`src/rtl/display_scan.sv`:
```
// display_scan: 6-digit multiplexed 7-segment scanner showing three 0..63
// values as two BCD digits each, with a shift-add-3 converter that commits
// whole frames at once.
// Ports:
//   clk, rst_n (async, active-low)
//   value1/value2/value3 [5:0] : values shown on digits 5:4 / 3:2 / 1:0
//   en                         : display enable, 0 blanks all digits
//   an [5:0]                   : digit selects, active-low, bit 0 rightmost
//   seg [6:0]                  : segments g..a, active-low
//   frame                      : 1-cycle pulse when new digits are committed
// Build option: define DISPLAY_ZERO_BLANK_EN to blank tens digits equal to 0.
module display_scan #(
    parameter int REFRESH_DIV = 50000
) (
    input  logic       clk,
    input  logic       rst_n,
    input  logic [5:0] value1,
    input  logic [5:0] value2,
    input  logic [5:0] value3,
    input  logic       en,
    output logic [5:0] an,
    output logic [6:0] seg,
    output logic       frame
);

    localparam int CW = $clog2(REFRESH_DIV);
    localparam logic [CW-1:0] SLOT_MAX = CW'(REFRESH_DIV - 1);

    localparam logic [1:0] S_IDLE   = 2'd0;
    localparam logic [1:0] S_SAMPLE = 2'd1;
    localparam logic [1:0] S_CONV   = 2'd2;
    localparam logic [1:0] S_COMMIT = 2'd3;

    logic [CW-1:0]   r_slot;
    logic [2:0]      r_idx;
    logic [1:0]      r_state;
    logic [2:0]      r_iter;
    logic [1:0]      r_sel;
    logic [5:0]      r_snap1;
    logic [5:0]      r_snap2;
    logic [5:0]      r_snap3;
    logic [5:0]      r_shift;
    logic [3:0]      r_tens;
    logic [3:0]      r_units;
    logic [5:0][3:0] r_res;
    logic [5:0][3:0] r_disp;
    logic [5:0]      r_an;
    logic [6:0]      r_seg;
    logic            r_frame;

    logic            w_wrap;
    logic [2:0]      w_idx_nxt;
    logic [3:0]      w_digit;
    logic            w_zblank;
    logic            w_blank;
    logic [5:0]      w_an_nxt;
    logic [6:0]      w_seg_nxt;
    logic [5:0]      w_snap_sel;
    logic [5:0]      w_src;
    logic [3:0]      w_t_src;
    logic [3:0]      w_u_src;
    logic [3:0]      w_t_adj;
    logic [3:0]      w_u_adj;
    logic [3:0]      w_t_n;
    logic [3:0]      w_u_n;
    logic [5:0]      w_sh_n;

    function automatic logic [6:0] f_seg(input logic [3:0] d);
        logic [6:0] s;
        case (d)
            4'd0:    s = 7'h40;
            4'd1:    s = 7'h79;
            4'd2:    s = 7'h24;
            4'd3:    s = 7'h30;
            4'd4:    s = 7'h19;
            4'd5:    s = 7'h12;
            4'd6:    s = 7'h02;
            4'd7:    s = 7'h78;
            4'd8:    s = 7'h00;
            4'd9:    s = 7'h10;
            default: s = 7'h7F;
        endcase
        return s;
    endfunction

    // ---------------- scan timing ----------------
    assign w_wrap    = (r_slot == SLOT_MAX);
    assign w_idx_nxt = (r_idx == 3'd5) ? 3'd0 : r_idx + 3'd1;

    always_ff @(posedge clk or negedge rst_n) begin
        if (!rst_n) begin
            r_slot <= '0;
            r_idx  <= 3'd0;
        end else if (w_wrap) begin
            r_slot <= '0;
            r_idx  <= w_idx_nxt;
        end else begin
            r_slot <= r_slot + 1'b1;
        end
    end

    // ---------------- digit output ----------------
    // an/seg are prepared for the slot being entered so both switch
    // together on the wrap edge.
    assign w_digit = r_disp[w_idx_nxt];

`ifdef DISPLAY_ZERO_BLANK_EN
    assign w_zblank = w_idx_nxt[0] && (w_digit == 4'd0);
`else
    assign w_zblank = 1'b0;
`endif

    assign w_blank   = !en || w_zblank;
    assign w_an_nxt  = w_blank ? 6'h3F : ~(6'b000001 << w_idx_nxt);
    assign w_seg_nxt = w_blank ? 7'h7F : f_seg(w_digit);

    always_ff @(posedge clk or negedge rst_n) begin
        if (!rst_n) begin
            r_an  <= 6'h3F;
            r_seg <= 7'h7F;
        end else if (w_wrap) begin
            r_an  <= w_an_nxt;
            r_seg <= w_seg_nxt;
        end
    end

    // ---------------- BCD converter ----------------
    // sel 0/1/2 converts value3/value2/value1; the first iteration of each
    // value starts from the snapshot with cleared BCD digits.
    always_comb begin
        w_snap_sel = r_snap1;
        case (r_sel)
            2'd0:    w_snap_sel = r_snap3;
            2'd1:    w_snap_sel = r_snap2;
            default: w_snap_sel = r_snap1;
        endcase
    end

    assign w_src   = (r_iter == 3'd0) ? w_snap_sel : r_shift;
    assign w_t_src = (r_iter == 3'd0) ? 4'd0 : r_tens;
    assign w_u_src = (r_iter == 3'd0) ? 4'd0 : r_units;
    assign w_u_adj = (w_u_src >= 4'd5) ? w_u_src + 4'd3 : w_u_src;
    assign w_t_adj = (w_t_src >= 4'd5) ? w_t_src + 4'd3 : w_t_src;
    assign w_t_n   = {w_t_adj[2:0], w_u_adj[3]};
    assign w_u_n   = {w_u_adj[2:0], w_src[5]};
    assign w_sh_n  = {w_src[4:0], 1'b0};

    always_ff @(posedge clk or negedge rst_n) begin
        if (!rst_n) begin
            r_state <= S_IDLE;
            r_iter  <= 3'd0;
            r_sel   <= 2'd0;
            r_snap1 <= 6'd0;
            r_snap2 <= 6'd0;
            r_snap3 <= 6'd0;
            r_shift <= 6'd0;
            r_tens  <= 4'd0;
            r_units <= 4'd0;
            r_res   <= '0;
            r_disp  <= '0;
            r_frame <= 1'b0;
        end else begin
            r_frame <= 1'b0;
            unique case (r_state)
                S_IDLE: begin
                    if (w_wrap && r_idx == 3'd5) begin
                        r_state <= S_SAMPLE;
                    end
                end
                S_SAMPLE: begin
                    r_snap1 <= value1;
                    r_snap2 <= value2;
                    r_snap3 <= value3;
                    r_iter  <= 3'd0;
                    r_sel   <= 2'd0;
                    r_state <= S_CONV;
                end
                S_CONV: begin
                    r_shift <= w_sh_n;
                    r_tens  <= w_t_n;
                    r_units <= w_u_n;
                    if (r_iter == 3'd5) begin
                        r_res[{r_sel, 1'b1}] <= w_t_n;
                        r_res[{r_sel, 1'b0}] <= w_u_n;
                        r_iter <= 3'd0;
                        r_sel  <= r_sel + 2'd1;
                        if (r_sel == 2'd2) begin
                            r_state <= S_COMMIT;
                        end
                    end else begin
                        r_iter <= r_iter + 3'd1;
                    end
                end
                S_COMMIT: begin
                    r_disp  <= r_res;
                    r_frame <= 1'b1;
                    r_state <= S_IDLE;
                end
                default: r_state <= S_IDLE;
            endcase
        end
    end

    assign an    = r_an;
    assign seg   = r_seg;
    assign frame = r_frame;

endmodule

```
`config.mk`:
```
export PLATFORM = sky130hd
export DESIGN_NAME = display_scan
export DESIGN_NICKNAME = d
export VERILOG_FILES = /design/src/rtl/display_scan.sv
export SDC_FILE = /design/constraint.sdc
export NUM_CORES = 1
export LEC_CHECK = 0
export BUFFER_PORTS_ARGS = -buffer_cell sky130_fd_sc_hd__buf_2
export CAP_MARGIN = 5
export CORE_ASPECT_RATIO = 0.9
export CORE_MARGIN = 2
export CORE_UTILIZATION = 28
export CTS_CLUSTER_DIAMETER = 40
export CTS_CLUSTER_SIZE = 12
export DETAILED_ROUTE_END_ITERATION = 8
export GPL_ROUTABILITY_DRIVEN = 0
export GPL_TIMING_DRIVEN = 0
export PLACE_DENSITY_LB_ADDON = 0.2
export SYNTH_ARGS = -nofsm -noshare
export SYNTH_HDL_FRONTEND = slang
export SYNTH_SLANG_ARGS = --single-unit
```
`constraint.sdc`:
```
create_clock -name clk -period 4.1 [get_ports clk]
set_input_delay 0.615 -clock clk [delete_from_list [all_inputs] [get_ports clk]]
set_output_delay 0.615 -clock clk [all_outputs]
set_load 0.005 [all_outputs]
```
==> metrics.txt, run 1 <==
outcome=completed; antenna fix cells=0; vias in the first global route=3798; Worst slew margin=38.3%; Site Rows=48; die area=20900 sq um; GR Util met2=between 15 and 20%; CTS tree=yes; largest net degree at the start of global routing=80; Setup crit end kind=flop; worst min path class=in2async; Sink Count=roughly 120; vias per cell=4.69; Yosys reg bits=119; CTS Buf Count=17; Fin Clk Skew=0.0116 ns; initial antenna violation count=0; die width=152 um; drt total wl=approximately 12 mm; Crit Path Max Fanout=6; CTS Hold Buffers Added=0; MaxCap Viol Count=0; clock root cell=clkbuf_16; Starting Density=28.8%; CP arrival=2.87 ns; M3 GR Usage=2.83%; Clock Path Buffers=2; Avg WL per Cell=~15 um; critical path required time=roughly 4.4 ns; WS Path Type=reg2reg; Syn Nets=slightly below 500; YS warnings=0; area post-placement=between 6000 and 7000 sq um; grt peak-use layer=met2; RR Startpoint=r_iter[0]; HPWL reported at the end of detailed placement=8.30 mm; Finished Cell Area=around 6700 sq um; proportion of layout cells with a drive suffix above 1=32.1%; number of synthesized flops with an enable pin=0; Clock Latency Late Sink=0.41 ns; Final Hold Fails=0; ys flop type=dfrtp_1; Post-DRT Antenna Nets=0; post-CTS sizing=0; Total GRT Usage=about 12%; Reg2Reg Capture Point=r_res[18]; die height=138 um; RSZ-0062 raised after global routing=false; Final nets=around 550; core footprint=19300 sq um; Pleak=3.11 nW; asr flop ratio synth=100%; Unique masters post-synth=between 50 and 60; Netlist Area Pre-Place=5550 sq um; critical path startpoint category=flop; Area Overhead vs Synth=20.9%; sequential area share after synthesis=between 50% and 60%; setup tns final=0 ns; slew at the pin with the worst max-slew slack=~0.92 ns; Tmin final=about 2.6 ns; Fillers=1912; PD cells=420 nW/um^2; Boundary Pins=35; postcts setup bufs=0; Syn Area/Cell=about 12 sq um; Worst R2R Path Depth=9; Residual DRC=0; initial DRC count=178; CP endpoint=r_res[18]; maximum vdd ir drop=0.000314 V; slack of the worst reg-to-reg path=1.51 ns; first-pass GRT wire length=approximately 20 mm; Final period util=63.1%; routing usage on met1=16.1%; Max Fclk=around 390 MHz; CTS clk-pin slew, worst paths=0.06 ns; DRT Pass-1 Iters=4; Synth Instances=462; Slew Limit Fails=0; crit path from=r_iter[0]; final setup violation count=0; I/O Buffers=34; total number of vias=3651; gr ovfl total=0; CTS H-Tree Depth=4
## placed cells by master (no fill, tap or decap), drive strengths merged, types with 5 or more instances in the layout
master / count
nor3: 6
xnor2: 9
o21ai: 14
clkbuf: 34
dfstp: 13
ha: 14
a21oi: 15
dfrtp: 106
a22oi: 6
inv: 12
xor2: 9
nand2: 35
nand3: 10
and3: 6
o211ai: 6
mux2: 75
buf: 46
clkinv: 5
nor2: 35
a22o: 5
mux2i: 9
## synth_stat cells (all sizes together), types with 3 or more instances
| cell type | count | share of area, % |
|---|---|---|
| clkbuf | 13 | 0.88 |
| dfstp | 13 | 6.2 |
| ha | 14 | 3.2 |
| and4 | 4 | 0.63 |
| nor2 | 35 | 2.4 |
| dfrtp | 106 | 48 |
| inv | 12 | 0.81 |
| xnor2 | 9 | 1.4 |
| mux2i | 9 | 1.6 |
| nand2b | 4 | 0.45 |
| nor2b | 3 | 0.34 |
| nand3 | 10 | 0.90 |
| nand2 | 35 | 2.4 |
| xor2 | 9 | 1.4 |
| a22oi | 6 | 0.81 |
| nor3 | 6 | 0.54 |
| and3 | 6 | 0.68 |
| nor3b | 3 | 0.41 |
| a22o | 5 | 0.79 |
| mux2 | 75 | 15 |
| buf | 11 | 1.5 |
| o21ai | 14 | 1.3 |
| and2 | 4 | 0.45 |
| o211ai | 6 | 0.81 |
| nand4 | 3 | 0.34 |
| a21oi | 15 | 1.5 |
## area by class of cell
type / instances / area, sq um / area share [%]
clock inverters: 11 / 171 / 2.56
flip-flops and latches: 119 / 2990 / 44.7
inverters: 12 / 45.0 / 0.672
plain buffers: 24 / 134 / 2.00
repair buffers: 35 / 204 / 3.04
clock buffers: 21 / 470 / 7.02
well taps: 250 / 313 / 4.67
multi-input cells: 307 / 2370 / 35.4
## power breakdown
group          internal [mW]  leakage (nW)  switching [mW]  total, mW
Sequential              1.18          1.60        0.000257       1.18
Clock                   1.07         0.309           0.532       1.60
Combinational         0.0112          1.20          0.0272     0.0384
## kinds of logic after synthesis
logic type / share of synthesized area, %
mux: 16.9
fa+ha+maj: 3.16
flops: 54.0
buf+inv: 3.23
compound gates: 8.60
simple gates: 11.3
xor+xnor: 2.84
## sequential cells by signal (all words and copies together), names as in the netlist, 5 cells and up
signal and count:
an 6, r_disp 24, r_res 24, r_shift 5, r_slot 16, r_snap1 6, r_snap2 6, r_snap3 6
seg 7
## metrics by stage
step / worst slack, ns / hold slack, ns / util [%] / power, mW / std cells
after global placement: 0.871 / 0.462 / 31.3 / 1.23 / 746
final: 1.51 / 0.121 / 34.8 / 2.81 / 779
after floorplan: 1.79 / 0.319 / - / 1.20 / 462
after CTS: 1.49 / 0.126 / 34.8 / 2.86 / 779
after detailed placement: 1.50 / 0.481 / 31.4 / 1.24 / 747
after global routing: 1.35 / 0.141 / 34.8 / 2.92 / 779
## critical path, cell delays in order (launching register included)
cell      delay (ns)
dfrtp_1         0.43
or3_1           0.37
clkbuf_1        0.18
and2_1          0.21
ha_1            0.18
nand2b_1        0.13
a21oi_1         0.30
mux2i_1         0.23
nor2_1          0.11
mux2_2          0.32
## layer usage
| layer | part of all wire (%) | up-vias |
|---|---|---|
| li1 | - | 1748 |
| met1 | 50 | 1832 |
| met2 | 45 | 52 |
| met3 | 2.9 | 19 |
| met4 | 1.9 | 0 |
| met5 | 0 | - |
## worst min-delay path by stage
| stage | startpoint | end | slack, ns | cells past startpoint |
|---|---|---|---|---|
| floorplan | rst_n | frame | 0.32 | 0 |
| global placement | r_res[21] | r_disp[21] | 0.46 | 2 |
| detailed placement | r_res[21] | r_disp[21] | 0.48 | 2 |
| CTS | rst_n | r_disp[23] | 0.13 | 1 |
| global route | rst_n | r_disp[23] | 0.14 | 1 |
| finish | rst_n | r_disp[23] | 0.12 | 1 |
Note: power is estimated with default switching activity, not from simulation.
==> run 2: changes to the inputs <==
clock period = 2.2 ns   (was 4.1 ns; I/O delays follow)
==> run 2 against run 1 <==
- the flow now finishes with violations (setup timing)
- wire length rose by 3.4%
- cell count rose by 1.3%
- total power rose by 84%
- sequential cell count did not move
- count of clock-buffer cells in the layout fell by 2
- sequential power rose by 86%
- worst hold slack improved by 0.023 ns
- register-to-register slack got worse by 1.5 ns
- global-route usage fell by 0.076 points
- largest cell class unchanged
- highest routed layer unchanged
==> metrics.txt, run 2 (synthesis gave the netlist of run 1 again) <==
crit path buf inv count=0 (-1); MaxCap Viol Count=0 (unchanged); Regs by FF count=r_disp (24), r_res (24), r_slot (16); Hold WS=0.144 ns (+0.0230 ns); CTS H-Tree Depth=4 (unchanged); CP arrival=2.53 ns (-0.34 ns); DP Worst Slack=-0.249 ns (-1.75 ns); initial DRC count=187 (+5.1%); Clock Latency Late Sink=0.41 ns (about the same); sequence of cells on the critical path=or3_4 -> and2_4 -> ha_4 -> nand2b_4 -> a21oi_4 -> mux2i_1 -> nor2_2 -> mux2_4; leading cell type in the layout, fill and taps excluded=dfrtp_1; die height=138 um (unchanged); total number of vias=3665 (+0.38%); Final nets=561 (+1.8%); RSZ-0062 raised after global routing=true; DRT Pass-1 Iters=4 (unchanged); metal1 wirelength=6.11 mm (+2.8%); CTS Buf Count=17 (unchanged); final critical-path setup slack=-0.0308 ns (-1.54 ns); Total GRT Usage=12.1% (-0.076 points); vias per cell=4.65 (-0.89%); slew at the pin with the worst max-slew slack=0.647 ns (-0.271 ns); vias in the first global route=3776 (-0.58%); Area Overhead vs Synth=26.2%; CTS clk-pin slew, worst paths=0.06 ns (about the same); Avg WL per Cell=15.6 um (+2.1%); proportion of layout cells with a drive suffix above 1=40.1% (+7.9 points); Sw Share=21.4% (+1.5 points); Max Fclk=448 MHz (+16%); Flop pwr share=42.4% (+0.6 points); gr ovfl total=0 (unchanged); Crit Path Max Fanout=5 (-1); core footprint=19300 sq um (unchanged); outcome=finished with violations; Post-DRT Antenna Nets=0 (unchanged); Clock Path Buffers=2 (unchanged); final setup violation count=4 (+4); critical path required time=2.49 ns (-1.90 ns); crit-path max cell delay=0.44 ns (about the same); die area=20900 sq um (unchanged); drt total wl=12.3 mm (+3.4%); Switching Power=1.11 mW (+98%); initial antenna violation count=0 (unchanged); Setup crit end kind=flop; Pleak=3.21 nW (+3.3%); maximum vdd ir drop=0.000521 V (+66%); WL met2=5.60 mm (+4.7%); violated checks=setup timing; antenna fix cells=0 (unchanged); Residual DRC=0 (unchanged); Int Pwr=4.07 mW (+81%); Slew Limit Fails=0 (unchanged); CTS tree=yes; routed length on met3=395 um (+13%); top layer in use=met4; Worst slew margin=56.9% (+19 points); HPWL reported at the end of detailed placement=8.14 mm (-2.0%); largest net degree at the start of global routing=96 (+20%); die width=152 um (unchanged); Starting Density=28.8% (unchanged); first-pass GRT wire length=19.9 mm (-0.49%); I/O Buffers=34 (unchanged); critical path's slowest cell=or3_4; Sink Count=119 (unchanged); WS Path Type=reg2reg; most frequent cells in the layout=105 x dfrtp_1, 69 x mux2_2, 36 x buf_2; clock root cell=clkbuf_16; Site Rows=48 (unchanged); Boundary Pins=35 (unchanged); worst min path class=in2reg; Logic pwr share=1.4% (about the same); Final Hold Fails=0 (unchanged); Clk pwr share=56.2% (-0.6 points); CP delay by family, top=simple AND/OR/NAND/NOR gates; PD cells=740 nW/um^2 (+76%); Fin Clk Skew=0.00912 ns (-0.00252 ns); Tmin final=2.23 ns (-0.356 ns); Final period util=101% (+38 points); critical path startpoint category=flop
-- run 2: path summary, 6_finish.rpt --
check	from	end	slack, ns	cells after the start
max in group asynchronous	rst_n	r_snap1[5]	1.11	3
hold / removal	value2[3]	r_snap2[3]	0.14	2
setup / recovery	r_iter[0]	r_res[10]	-0.03	8
hold reg to reg	r_res[21]	r_disp[21]	0.48	2
min in group asynchronous	rst_n	r_disp[15]	0.34	2
setup reg to reg	r_iter[0]	r_res[10]	-0.03	8
-- run 2: power by group through the flow --
| stage | clock network, mW | registers (mW) | logic, mW |
|---|---|---|---|
| 2_1_floorplan | 0 | 2.23 | 0.00345 |
| 3_3_place_gp | 0 | 2.23 | 0.0683 |
| 3_5_place_dp | 0 | 2.23 | 0.0775 |
| 4_1_cts | 2.98 | 2.19 | 0.0788 |
| 5_1_grt | 3.08 | 2.19 | 0.0861 |
| 6_report | 2.91 | 2.19 | 0.0739 |
-- run 2: final cells by class --
cell class | instances | area [sq um]
Clock buffer | 19 | 453
Sequential cell | 119 | 3000
Multi-Input combinational cell | 307 | 2560
Inverter | 12 | 45.0
Timing Repair Buffer | 50 | 337
Fill cell | 1892 | 12300
Clock inverter | 13 | 170
Buffer | 19 | 121
Tap cell | 250 | 313
-- run 2: per-stage QoR --
step / cells / setup TNS [ns] / cell area (sq um) / util (%) / total power, mW
after global placement: 746 / -85.80 / 6060 / 31.4 / 2.30
after global routing: 789 / -0.927 / 7000 / 36.3 / 5.36
after detailed placement: 747 / -3.31 / 6090 / 31.6 / 2.31
final: 789 / -0.104 / 7000 / 36.3 / 5.18
after floorplan: 462 / 0 / 5580 / - / 2.24
after CTS: 783 / -0.208 / 6820 / 35.4 / 5.25
-- run 2: metal layers --
metal	up-vias	global-route usage [%]
met1	1835	16.1
met2	51	19.2
li1	1763	-
met4	0	4.67
met3	16	3.15
met5	-	0
-- run 2: worst reg2reg max path: cells and delay by family (launching register included) --
family | cells | cell delay (ns)
AO/OA/AOI/OAI | 1 | 0.16
adder cells (fa/ha/maj) | 1 | 0.15
flip-flops | 1 | 0.42
multiplexers | 2 | 0.52
AND/OR/NAND/NOR | 4 | 0.87
-- run 2: timing repair --
item / 4_1_cts / 5_1_grt
buffers inserted: 4 / 9
gates resized for setup: 14 / 29
cloned: 0 / 1
endpoints found under the hold margin: 12 / 0
hold buffers: 1 / 0
setup endpoints to repair: 32 / 42
pin swaps: 2 / 12
==> run 3: changes to the inputs <==
ABC_AREA = 1   (was unset)
==> run 3 against run 2 <==
- the flow now finishes without violations
- sequential power barely moved
- sequential share of layout area down 0.26 points
- via count up 18%
- die area is 3.8% higher
- sequential cell count unchanged
- critical path depth is 2 higher
- setup slack better by 0.16 ns
- cell count is 26% higher
- synthesized cell count increased by 45%
- core utilization decreased by 1.3 points
- clock power is 5% lower
==> metrics.txt, run 3 <==
Boundary Pins=35 (unchanged); Hold WS=0.110 ns (-0.0341 ns); Netlist Area Pre-Place=5760 sq um (+3.9%); Avg WL per Cell=12.7 um (-19%); Clock Latency Late Sink=0.41 ns (about the same); Post-Synth Simple-Gate Area=22.9% (+12 points); compound-gate portion of the synthesized area=11.6% (+3.0 points); leading cell type in the layout, fill and taps excluded=nand2_1; hold_sp=value1[0]; YS warnings=0 (unchanged); DP Worst Slack=-0.157 ns (+0.0920 ns); Crit Path Max Fanout=4 (-1); Unique masters post-synth=41 (-28%); Final period util=94.1% (-7.3 points); core footprint=20100 sq um (+4.3%); sequential area share after synthesis=52.0% (-2.0 points); number of synthesized flops with an enable pin=0 (unchanged); WS Path Type=reg2reg; gr ovfl total=0 (unchanged); post-layout util=35.0% (-1.3 points); most frequent cells in the layout=194 x nand2_1, 105 x dfrtp_1, 69 x inv_1; drt total wl=12.6 mm (+2.9%); Starting Density=28.7% (-0.11 points); Fillers=2096 (+11%); die height=140 um (+1.9%); clock root cell=clkbuf_16; antenna fix cells=0 (unchanged); asr flop ratio synth=100% (unchanged); Worst slew margin=63.0% (+6.1 points); largest family of logic cells by synthesized area=simple AND/OR/NAND/NOR gates; top cells by area, synth=dfrtp_1 46%, nand2_1 13%, dfstp_2 5.9%; Site Rows=49 (+2.1%); critical path startpoint category=flop; Regs by FF count=r_disp (24), r_res (24), r_slot (16); proportion of layout cells with a drive suffix above 1=22.8% (-17 points); PD cells=713 nW/um^2 (-3.6%); maximum vdd ir drop=0.000437 V (-16%); CTS tree=yes; dominant cell by count in the synthesized netlist=nand2_1; Synth top area share=46.0% (-1.8 points); Synth Area in Adders=3.04% (-0.12 points); Post-DRT Antenna Nets=0 (unchanged); Slew Limit Fails=0 (unchanged); CP arrival=2.35 ns (-0.18 ns); crit path from=r_iter[0]; die area=21700 sq um (+3.8%); XOR/XNOR share of the synthesized area=1.06% (-1.8 points); MaxCap Viol Count=0 (unchanged); Finished Cell Area=7040 sq um (+0.61%); Max Fclk=483 MHz (+7.8%); Final nets=763 (+36%); Tmin final=2.07 ns (-0.162 ns); Area Overhead vs Synth=22.2%; Final Hold Fails=0 (unchanged); HPWL reported at the end of detailed placement=9.01 mm (+11%); Synth Instances=668 (+45%); ys flop type=dfrtp_1; Sink Count=119 (unchanged); vias per cell=4.34 (-6.6%); vias in the first global route=4296 (+14%); largest net degree at the start of global routing=86 (-10%); Syn Nets=703 (+41%); CTS clk-pin slew, worst paths=0.06 ns (about the same); worst min path class=in2reg; total number of vias=4319 (+18%); outcome=completed; Total GRT Usage=12.5% (+0.34 points); Clock Path Buffers=2 (unchanged); RSZ-0062 raised after global routing=true; CTS H-Tree Depth=4 (unchanged); die width=155 um (+1.9%); initial antenna violation count=0 (unchanged); final setup violation count=0 (-4); final critical-path setup slack=0.131 ns (+0.162 ns); Setup crit end kind=flop; DRT Pass-1 Iters=4 (unchanged); area post-placement=6290 sq um (+3.1%); critical path required time=2.48 ns (about the same); CTS Buf Count=17 (unchanged); Yosys reg bits=119 (unchanged); Syn Area/Cell=8.63 sq um (-28%); slew at the pin with the worst max-slew slack=0.555 ns (-0.0921 ns); Residual DRC=0 (unchanged); cell accounting for the most synthesized area=dfrtp_1; I/O Buffers=34 (unchanged); Pleak=3.38 nW (+5.1%); RR Startpoint=r_iter[0]; top post-synthesis cells by count=198 x nand2_1, 106 x dfrtp_1, 69 x inv_1; initial DRC count=184 (-1.6%); first-pass GRT wire length=21.7 mm (+8.9%); share of synthesized area spent on multiplexers=2.15% (-15 points); Fin Clk Skew=0.00957 ns (+0.000457 ns)
## run 3: changes by cell type in the layout (fill, tap and decap cells not counted), sizes merged, moves of 9 or more
cell,delta
inv,+70
buf,-11
mux2,-64
mux2i,-9
a21oi,+10
o21ai,+70
nand3,+11
nor2,+9
nand2,+183
## run 3: metrics by stage
| step | TNS, ns | std cells | total power, mW |
|---|---|---|---|
| 6_report | 0 | 996 | 5.02 |
| 3_5_place_dp | -0.928 | 958 | 2.30 |
| 4_1_cts | -0.00707 | 993 | 5.09 |
| 3_3_place_gp | -91.86 | 957 | 2.29 |
| 2_1_floorplan | 0 | 668 | 2.23 |
| 5_1_grt | -0.0652 | 996 | 5.19 |
## run 3: path summary, 6_finish.rpt
kind,endpoint,slack [ns],cells past startpoint
worst max-delay path,r_tens[0],0.13,10
worst min-delay path,r_snap1[0],0.11,3
worst max register to register,r_tens[0],0.13,10
worst min register to register,r_slot[0],0.45,1
max in group asynchronous,r_sel[0],1.10,3
min in group asynchronous,r_slot[14],0.38,2
## run 3: final cells by class
| cell class | instances | area [sq um] | share of cell area (%) |
|---|---|---|---|
| flip-flops and latches | 119 | 3000 | 42.5 |
| multi-input cells | 447 | 2460 | 35.0 |
| clock buffers | 19 | 443 | 6.29 |
| inverters | 85 | 334 | 4.74 |
| well taps | 255 | 319 | 4.53 |
| repair buffers | 41 | 251 | 3.57 |
| clock inverters | 13 | 146 | 2.08 |
| plain buffers | 17 | 87.6 | 1.24 |
## run 3: timing repair
item,in CTS,in global routing
gates cloned,0,0
hold endpoints to repair,22,0
setup endpoints to repair,17,24
resized for setup,5,19
hold buffers,1,0
buffers inserted,2,3
pin swaps,1,6
## run 3: cell families (layout without fill, tap and decap cells)
kind of cell | count (synthesis) | after routing
buf+inv | 102 | 175
compound gates | 120 | 120
mux | 11 | 11
simple gates | 295 | 295
flops | 119 | 119
fa+ha+maj | 14 | 14
xor+xnor | 7 | 7
## run 3: worst max-delay path: stages (launching register included)
cell and delay [ns]:
dfrtp_2 0.40, or2_4 0.26, nor2_4 0.16, nor2_2 0.08, inv_2 0.14, ha_4 0.17, inv_1 0.05, o21ai_2 0.18
o21ai_0 0.11, o21ai_1 0.23, o21ai_0 0.14
## run 3: per-layer routing
metal,vias up,GRT usage (%),part of all wire (%)
li1,2256,-,-
met4,0,3.04,0.92
met3,11,3.43,2.9
met2,67,19.4,45
met5,-,0,0
met1,1985,17.3,51
## run 3: power by group
group          leakage [nW]  internal, mW  switching, mW
Clock                 0.273          1.71           1.05
Sequential             1.51          2.19              0
Combinational          1.60        0.0202         0.0493
